### src/rtl/multicycle_control_seq_pkg.sv
// multicycle_control_seq_pkg: control state encodings, opcode header constants, trap causes and RF decode
package multicycle_control_seq_pkg;
  typedef enum logic [3:0] {
    CS_IF      = 4'd0,
    CS_RF      = 4'd1,
    CS_IMM3    = 4'd2,
    CS_ALU_R3  = 4'd3,
    CS_ALU_RI3 = 4'd4,
    CS_ALU4    = 4'd5,
    CS_BR3     = 4'd6,
    CS_MEM3    = 4'd7,
    CS_LD4     = 4'd8,
    CS_ST4     = 4'd9,
    CS_LD5     = 4'd10,
    CS_JMP3    = 4'd11,
    CS_HALT    = 4'd12,
    CS_TRAP    = 4'd13
  } cs_t;
  localparam logic [1:0] ALU_R_HEADER      = 2'b00;
  localparam logic [1:0] ALU_RI_HEADER     = 2'b01;
  localparam logic [2:0] BRANCH_HEADER     = 3'b100;
  localparam logic [2:0] MEMORY_REF_HEADER = 3'b101;
  localparam logic [2:0] JUMP_HEADER       = 3'b110;
  localparam logic [5:0] LDI               = 6'b111000;
  localparam logic [5:0] HALT              = 6'b111111;
  localparam logic       LD_BIT            = 1'b0;
  localparam logic       STR_BIT           = 1'b1;
  localparam logic [1:0] TC_NONE           = 2'b00;
  localparam logic [1:0] TC_ILLEGAL        = 2'b01;
  localparam logic [1:0] TC_TIMEOUT        = 2'b10;
  localparam logic [1:0] TC_BAD_STATE      = 2'b11;
  // next state out of RF for the low six opcode bits; unknown 111xxx codes trap
  function automatic cs_t rf_decode(input logic [5:0] op);
    return op[5:4] == ALU_R_HEADER      ? CS_ALU_R3  :
           op[5:4] == ALU_RI_HEADER     ? CS_ALU_RI3 :
           op[5:3] == BRANCH_HEADER     ? CS_BR3     :
           op[5:3] == MEMORY_REF_HEADER ? CS_MEM3    :
           op[5:3] == JUMP_HEADER       ? CS_JMP3    :
           op == LDI                    ? CS_IMM3    :
           op == HALT                   ? CS_HALT    : CS_TRAP;
  endfunction
endpackage

### src/rtl/multicycle_control_seq_ctrl_retire_counter.sv
// ctrl_retire_counter: saturating retired-instruction counter with increment enable
module ctrl_retire_counter #(
  parameter int RETIRE_W = 32
) (
  input  logic                clk,
  input  logic                reset,
  input  logic                inc,
  output logic [RETIRE_W-1:0] count
);
  // count up on inc, sticking at all-ones
  always_ff @(posedge clk or negedge reset)
    if (!reset) count <= '0;
    else if (inc && !(&count)) count <= count + 1'b1;
endmodule

### src/rtl/multicycle_control_seq.sv
// multicycle_control_seq: multicycle control FSM with memory handshake, traps, HALT and retire count; CTRL_MEM_TIMEOUT_EN adds a memory wait timeout
module multicycle_control_seq
  import multicycle_control_seq_pkg::*;
#(
  parameter int OPCODE_W    = 6,
  parameter int RETIRE_W    = 32,
  parameter int MEM_TIMEOUT = 15
) (
  input  logic                clk,
  input  logic                reset,
  input  logic [OPCODE_W-1:0] opcode,
  input  logic                mem_ready,
  output logic [3:0]          state,
  output logic                mem_req,
  output logic                retire,
  output logic [RETIRE_W-1:0] retired_count,
  output logic                trap,
  output logic [1:0]          trap_cause
);
  cs_t        cs, nxt;
  logic       hi_bad, timeout, retire_nxt;
  logic [1:0] cause_nxt;
  if (OPCODE_W > 6) begin : g_hi
    assign hi_bad = |opcode[OPCODE_W-1:6];
  end else begin : g_no_hi
    assign hi_bad = 1'b0;
  end
`ifdef CTRL_MEM_TIMEOUT_EN
  localparam int WW = $clog2(MEM_TIMEOUT + 1);
  logic [WW-1:0] wait_cnt;
  assign timeout = mem_req && !mem_ready && wait_cnt == WW'(MEM_TIMEOUT - 1);
  // cycles spent waiting on memory in the current state
  always_ff @(posedge clk or negedge reset)
    if (!reset) wait_cnt <= '0;
    else if (nxt != cs) wait_cnt <= '0;
    else if (mem_req && !mem_ready) wait_cnt <= wait_cnt + 1'b1;
`else
  assign timeout = 1'b0;
`endif
  assign state      = cs;
  assign mem_req    = cs inside {CS_IF, CS_LD4, CS_ST4};
  assign cause_nxt  = cs == CS_RF ? TC_ILLEGAL : mem_req ? TC_TIMEOUT : TC_BAD_STATE;
  assign retire_nxt = (cs inside {CS_IMM3, CS_ALU4, CS_BR3, CS_LD5, CS_JMP3}) ||
                      (cs == CS_ST4 && mem_ready) || (cs == CS_RF && nxt == CS_HALT);
  // state walk; any unlisted code falls into TRAP
  always_comb begin
    nxt = CS_TRAP;
    case (cs)
      CS_IF:                                          nxt = mem_ready ? CS_RF : timeout ? CS_TRAP : CS_IF;
      CS_RF:                                          nxt = hi_bad ? CS_TRAP : rf_decode(opcode[5:0]);
      CS_ALU_R3, CS_ALU_RI3:                          nxt = CS_ALU4;
      CS_MEM3:                                        nxt = opcode[2] == LD_BIT ? CS_LD4 : CS_ST4;
      CS_LD4:                                         nxt = mem_ready ? CS_LD5 : timeout ? CS_TRAP : CS_LD4;
      CS_ST4:                                         nxt = mem_ready ? CS_IF : timeout ? CS_TRAP : CS_ST4;
      CS_IMM3, CS_ALU4, CS_BR3, CS_LD5, CS_JMP3:      nxt = CS_IF;
      CS_HALT:                                        nxt = CS_HALT;
      default:                                        nxt = CS_TRAP;
    endcase
  end
  // state register with registered retire pulse and sticky trap/cause latched on first entry
  always_ff @(posedge clk or negedge reset)
    if (!reset) begin
      cs         <= CS_IF;
      retire     <= 1'b0;
      trap       <= 1'b0;
      trap_cause <= TC_NONE;
    end else begin
      cs     <= nxt;
      retire <= retire_nxt;
      if (nxt == CS_TRAP && !trap) begin
        trap       <= 1'b1;
        trap_cause <= cause_nxt;
      end
    end
  ctrl_retire_counter #(.RETIRE_W(RETIRE_W)) u_cnt (
    .clk   (clk),
    .reset (reset),
    .inc   (retire_nxt),
    .count (retired_count)
  );
endmodule

### config.mk
export PLATFORM = sky130hd
export DESIGN_NAME = multicycle_control_seq
export DESIGN_NICKNAME = d
export VERILOG_FILES = /design/src/rtl/multicycle_control_seq_pkg.sv /design/src/rtl/multicycle_control_seq_ctrl_retire_counter.sv /design/src/rtl/multicycle_control_seq.sv
export SDC_FILE = /design/constraint.sdc
export NUM_CORES = 1
export LEC_CHECK = 0
export BUFFER_PORTS_ARGS = -buffer_cell sky130_fd_sc_hd__buf_2
export CORE_UTILIZATION = 35
export DETAILED_ROUTE_END_ITERATION = 10
export PLACE_DENSITY = 0.64
export SLEW_MARGIN = 20
export SYNTH_ARGS = -nofsm -noshare
export SYNTH_HDL_FRONTEND = slang
export SYNTH_SLANG_ARGS = --single-unit
### constraint.sdc
create_clock -name clk -period 2.5 [get_ports clk]
set_input_delay 0 -clock clk [delete_from_list [all_inputs] [get_ports clk]]
set_output_delay 0 -clock clk [all_outputs]
set_load 0.01 [all_outputs]
==> impl_results.rst <==
.. list-table::
   :header-rows: 1

   * - Metric
     - Value
   * - Placeable Area
     - 5990 um2
   * - Async S/R FF share, synth
     - 100%
   * - Effective utilization at floorplan
     - 36.5%
   * - Number of instances in the synthesized netlist
     - 219
   * - Fraction of final layout cells sized beyond drive strength 1
     - 27.4%
   * - Worst min path class
     - input port to flip-flop
   * - Die outline width
     - 81.1 um
   * - Number of buffers inserted by post-CTS setup repair
     - 0
   * - Nets
     - 283
   * - RSZ-0062 raised after global routing
     - false
   * - Status
     - finished, final reports clean
   * - Slew at the pin with the worst max-slew slack
     - 0.896 ns
   * - Layout Skew
     - 0.00807 ns
   * - Final max-slew violation count
     - 0
   * - Sum of routed wire length over all layers
     - 4840 um
   * - Length in cells of the worst reg-to-reg path
     - 6
   * - Maximum clock frequency
     - 431 MHz
   * - Tcrit/Tclk final
     - 92.7%
   * - Total vias in the final route
     - 1848
   * - Initial antenna violation count
     - 0
   * - Global placement routability congestion
     - 0.787
   * - Vertical extent of the die
     - 81.1 um
   * - Placed Cells incl. Taps
     - 340
   * - Number of standard cells in the layout, taps in and fillers out
     - 349
   * - Start-to-end type of the worst setup path
     - flip-flop to flip-flop
   * - Largest fanout on the critical path
     - 25
   * - Port bufs
     - 49
   * - Pwr dens
     - 816 nW/um2
   * - Minimum setup slack among reg-to-reg paths
     - 0.18 ns
   * - Post-synth top area share
     - 45.7%
   * - Synthesis-stage register bit count
     - 40
   * - EDFF count, synth
     - 0
   * - Area after DPL
     - 2510 um2
   * - Finished Cell Area
     - 2610 um2
   * - Endpoint of the worst register-to-register path
     - u_cnt.count[22]
   * - Number of DRC violations after detailed routing
     - 0
   * - Number of cell rows
     - 28
   * - Iter 0 DRT Violations
     - 130
   * - Total global routing track utilization
     - 15.5%
   * - Count of antenna diodes in the layout
     - 0
   * - Vias in the first global route
     - 1628
   * - Clock buffer depth
     - 2
   * - Level count of the clock H-tree
     - 2
   * - Root buffer selected by CTS
     - clkbuf_8
   * - Reg2Reg Launch Point
     - u_cnt.count[4]
   * - Per-instance average area after synthesis
     - 9.99 um2
   * - Most used standard cell by instance count after synthesis
     - dfrtp_1
   * - First-pass GRT wire length
     - 7770 um
   * - Post-synth top cells
     - dfrtp_1, xnor2_1, nand4_1
   * - Clock input transition at the sequential cells of the worst setup and hold paths
     - 0.07 ns
   * - Gr ovfl total
     - 0
   * - Critical Path Sink Type
     - flip-flop
   * - HP Start
     - opcode[3]
   * - Number of clock sinks seen by CTS
     - 40
   * - CP required
     - 2.72 ns
   * - Final cell utilization of the core
     - 43.6%
   * - Period minus WS final
     - 2.32 ns
   * - Top_reg_cell synth
     - dfrtp_1
   * - Leakage
     - 0.00119 uW
   * - Combined area of all synthesized cells
     - 2190 um2
   * - Number of failing hold endpoints at the final stage
     - 0
   * - # IOs
     - 50
   * - WHS Path Cells
     - 3
   * - Hold-critical path endpoint
     - state[3]
   * - Worst path arrival time
     - 2.54 ns
   * - Via count normalized by instance count
     - 5.30
   * - Clock latency reported for the late side of the worst-skew pair
     - 0.30 ns
   * - Peak supply drop
     - 0.334 mV
   * - Sum of negative setup slack
     - 0 ns
   * - Area leader, netlist
     - dfrtp_1
   * - Iteration count of the initial detailed-routing pass
     - 4
   * - HPWL reported at the end of detailed placement
     - 3460 um
   * - Startpoint kind of the worst setup timing path
     - flip-flop
   * - Power after layout
     - 2130 uW
   * - Area of the die
     - 6570 um2
   * - Yosys Warn Count
     - 0
   * - TritonCTS clock tree
     - done
   * - Wire length per cell after detailed routing
     - 13.9 um
   * - Count of cell types in the netlist
     - 43
   * - Syn nets
     - 229
   * - Area Growth Syn to Fin
     - 19.3%
   * - Setup violators final
     - 0
   * - Relative max-transition margin
     - 40.2%
   * - Seq/Total Area, Yosys
     - 45.7%
   * - Maxcap violations
     - 0
   * - Largest net degree at the start of global routing
     - 41
   * - Total clock buffers created by CTS
     - 5
   * - Residual antenna-violating net count after detailed routing
     - 0
   * - Leading cell types by total area after synthesis
     - dfrtp_1, xnor2_1, nand4_1
==> how the worst max path moves through the flow <==
stage / start / end / slack [ns] / cells after the start
after floorplan: u_cnt.count[3] / u_cnt.count[1] / 0.07 / 7
after global placement: u_cnt.count[4] / u_cnt.count[1] / 0.26 / 5
after detailed placement: u_cnt.count[4] / u_cnt.count[1] / 0.23 / 5
after CTS: u_cnt.count[5] / u_cnt.count[24] / 0.21 / 6
after global routing: u_cnt.count[4] / u_cnt.count[27] / 0.07 / 6
final: u_cnt.count[4] / u_cnt.count[22] / 0.18 / 6
==> routing by layer <==
metal | global-route usage [%] | part of all wire (%) | up-vias
li1 | - | - | 900
met1 | 22.3 | 48 | 902
met2 | 22.1 | 45 | 39
met3 | 4.38 | 5.6 | 7
met4 | 4.82 | 1.2 | 0
met5 | 0 | 0 | -
==> layout make-up <==
cell class / instances / area (um2)
clock inverter: 1 / 7.51
multi-input combinational: 164 / 1100
inverter: 5 / 18.8
sequential: 40 / 1000
timing repair buffer: 57 / 308
tap: 75 / 93.8
clock buffer: 7 / 86.3
fill: 571 / 3380
==> report_power, final <==
part           switching (uW)  leakage (uW)  internal [uW]
clock                     224     0.0000445            224
sequential                152      0.000531            736
combinational             465      0.000613            330
total                     841       0.00119           1290
==> through the flow <==
| stage | hold slack (ns) | setup slack [ns] |
|---|---|---|
| 4_1_cts | 0.0879 | 0.206 |
| 3_5_place_dp | 0.176 | 0.227 |
| 2_1_floorplan | -0.296 | 0.0739 |
| 3_3_place_gp | 0.177 | 0.260 |
| 6_report | 0.104 | 0.182 |
| 5_1_grt | 0.120 | 0.0703 |
==> registers in the layout, summed over array words and instances, names as in the netlist <==
signal and cells:
retire 1, u_cnt.count 32, state 4, trap_cause 2, trap 1
==> kinds of logic after synthesis <==
kind of cell	synth area share, %
buf+inv	4.17
xor+xnor	12.0
fa+ha+maj	0.572
compound gates	5.83
flops	45.7
mux	1.94
simple gates	29.7
==> cell usage in the layout, fill, tap and decap left out, drive strengths merged, types with 2 or more instances in the layout <==
master	instances
buf	56
clkbuf	7
mux2	2
a21o	2
and3	8
nor3	8
and2	7
nand4b	3
o21ai	3
nand2	15
nor4	6
nand2b	5
nand3	12
a2111oi	2
or3	2
a21oi	7
inv	4
dfrtp	40
nor3b	2
or2	2
nor2	12
nand4	22
mux2i	2
or4	3
xor2	4
xnor2	26
==> critical path: stages, from the launching register on <==
cell,delay [ns]
dfrtp_1,0.40
nand4_1,0.19
or4_4,0.61
or4_4,0.50
buf_4,0.25
nand4_1,0.16
xnor2_1,0.12
==> timing repair <==
item	4_1_cts	5_1_grt
resized for setup	0	0
endpoints found under the setup margin	0	0
endpoints found under the hold margin	40	0
hold buffers	1	0
Note: power is estimated with default switching activity, not from simulation.
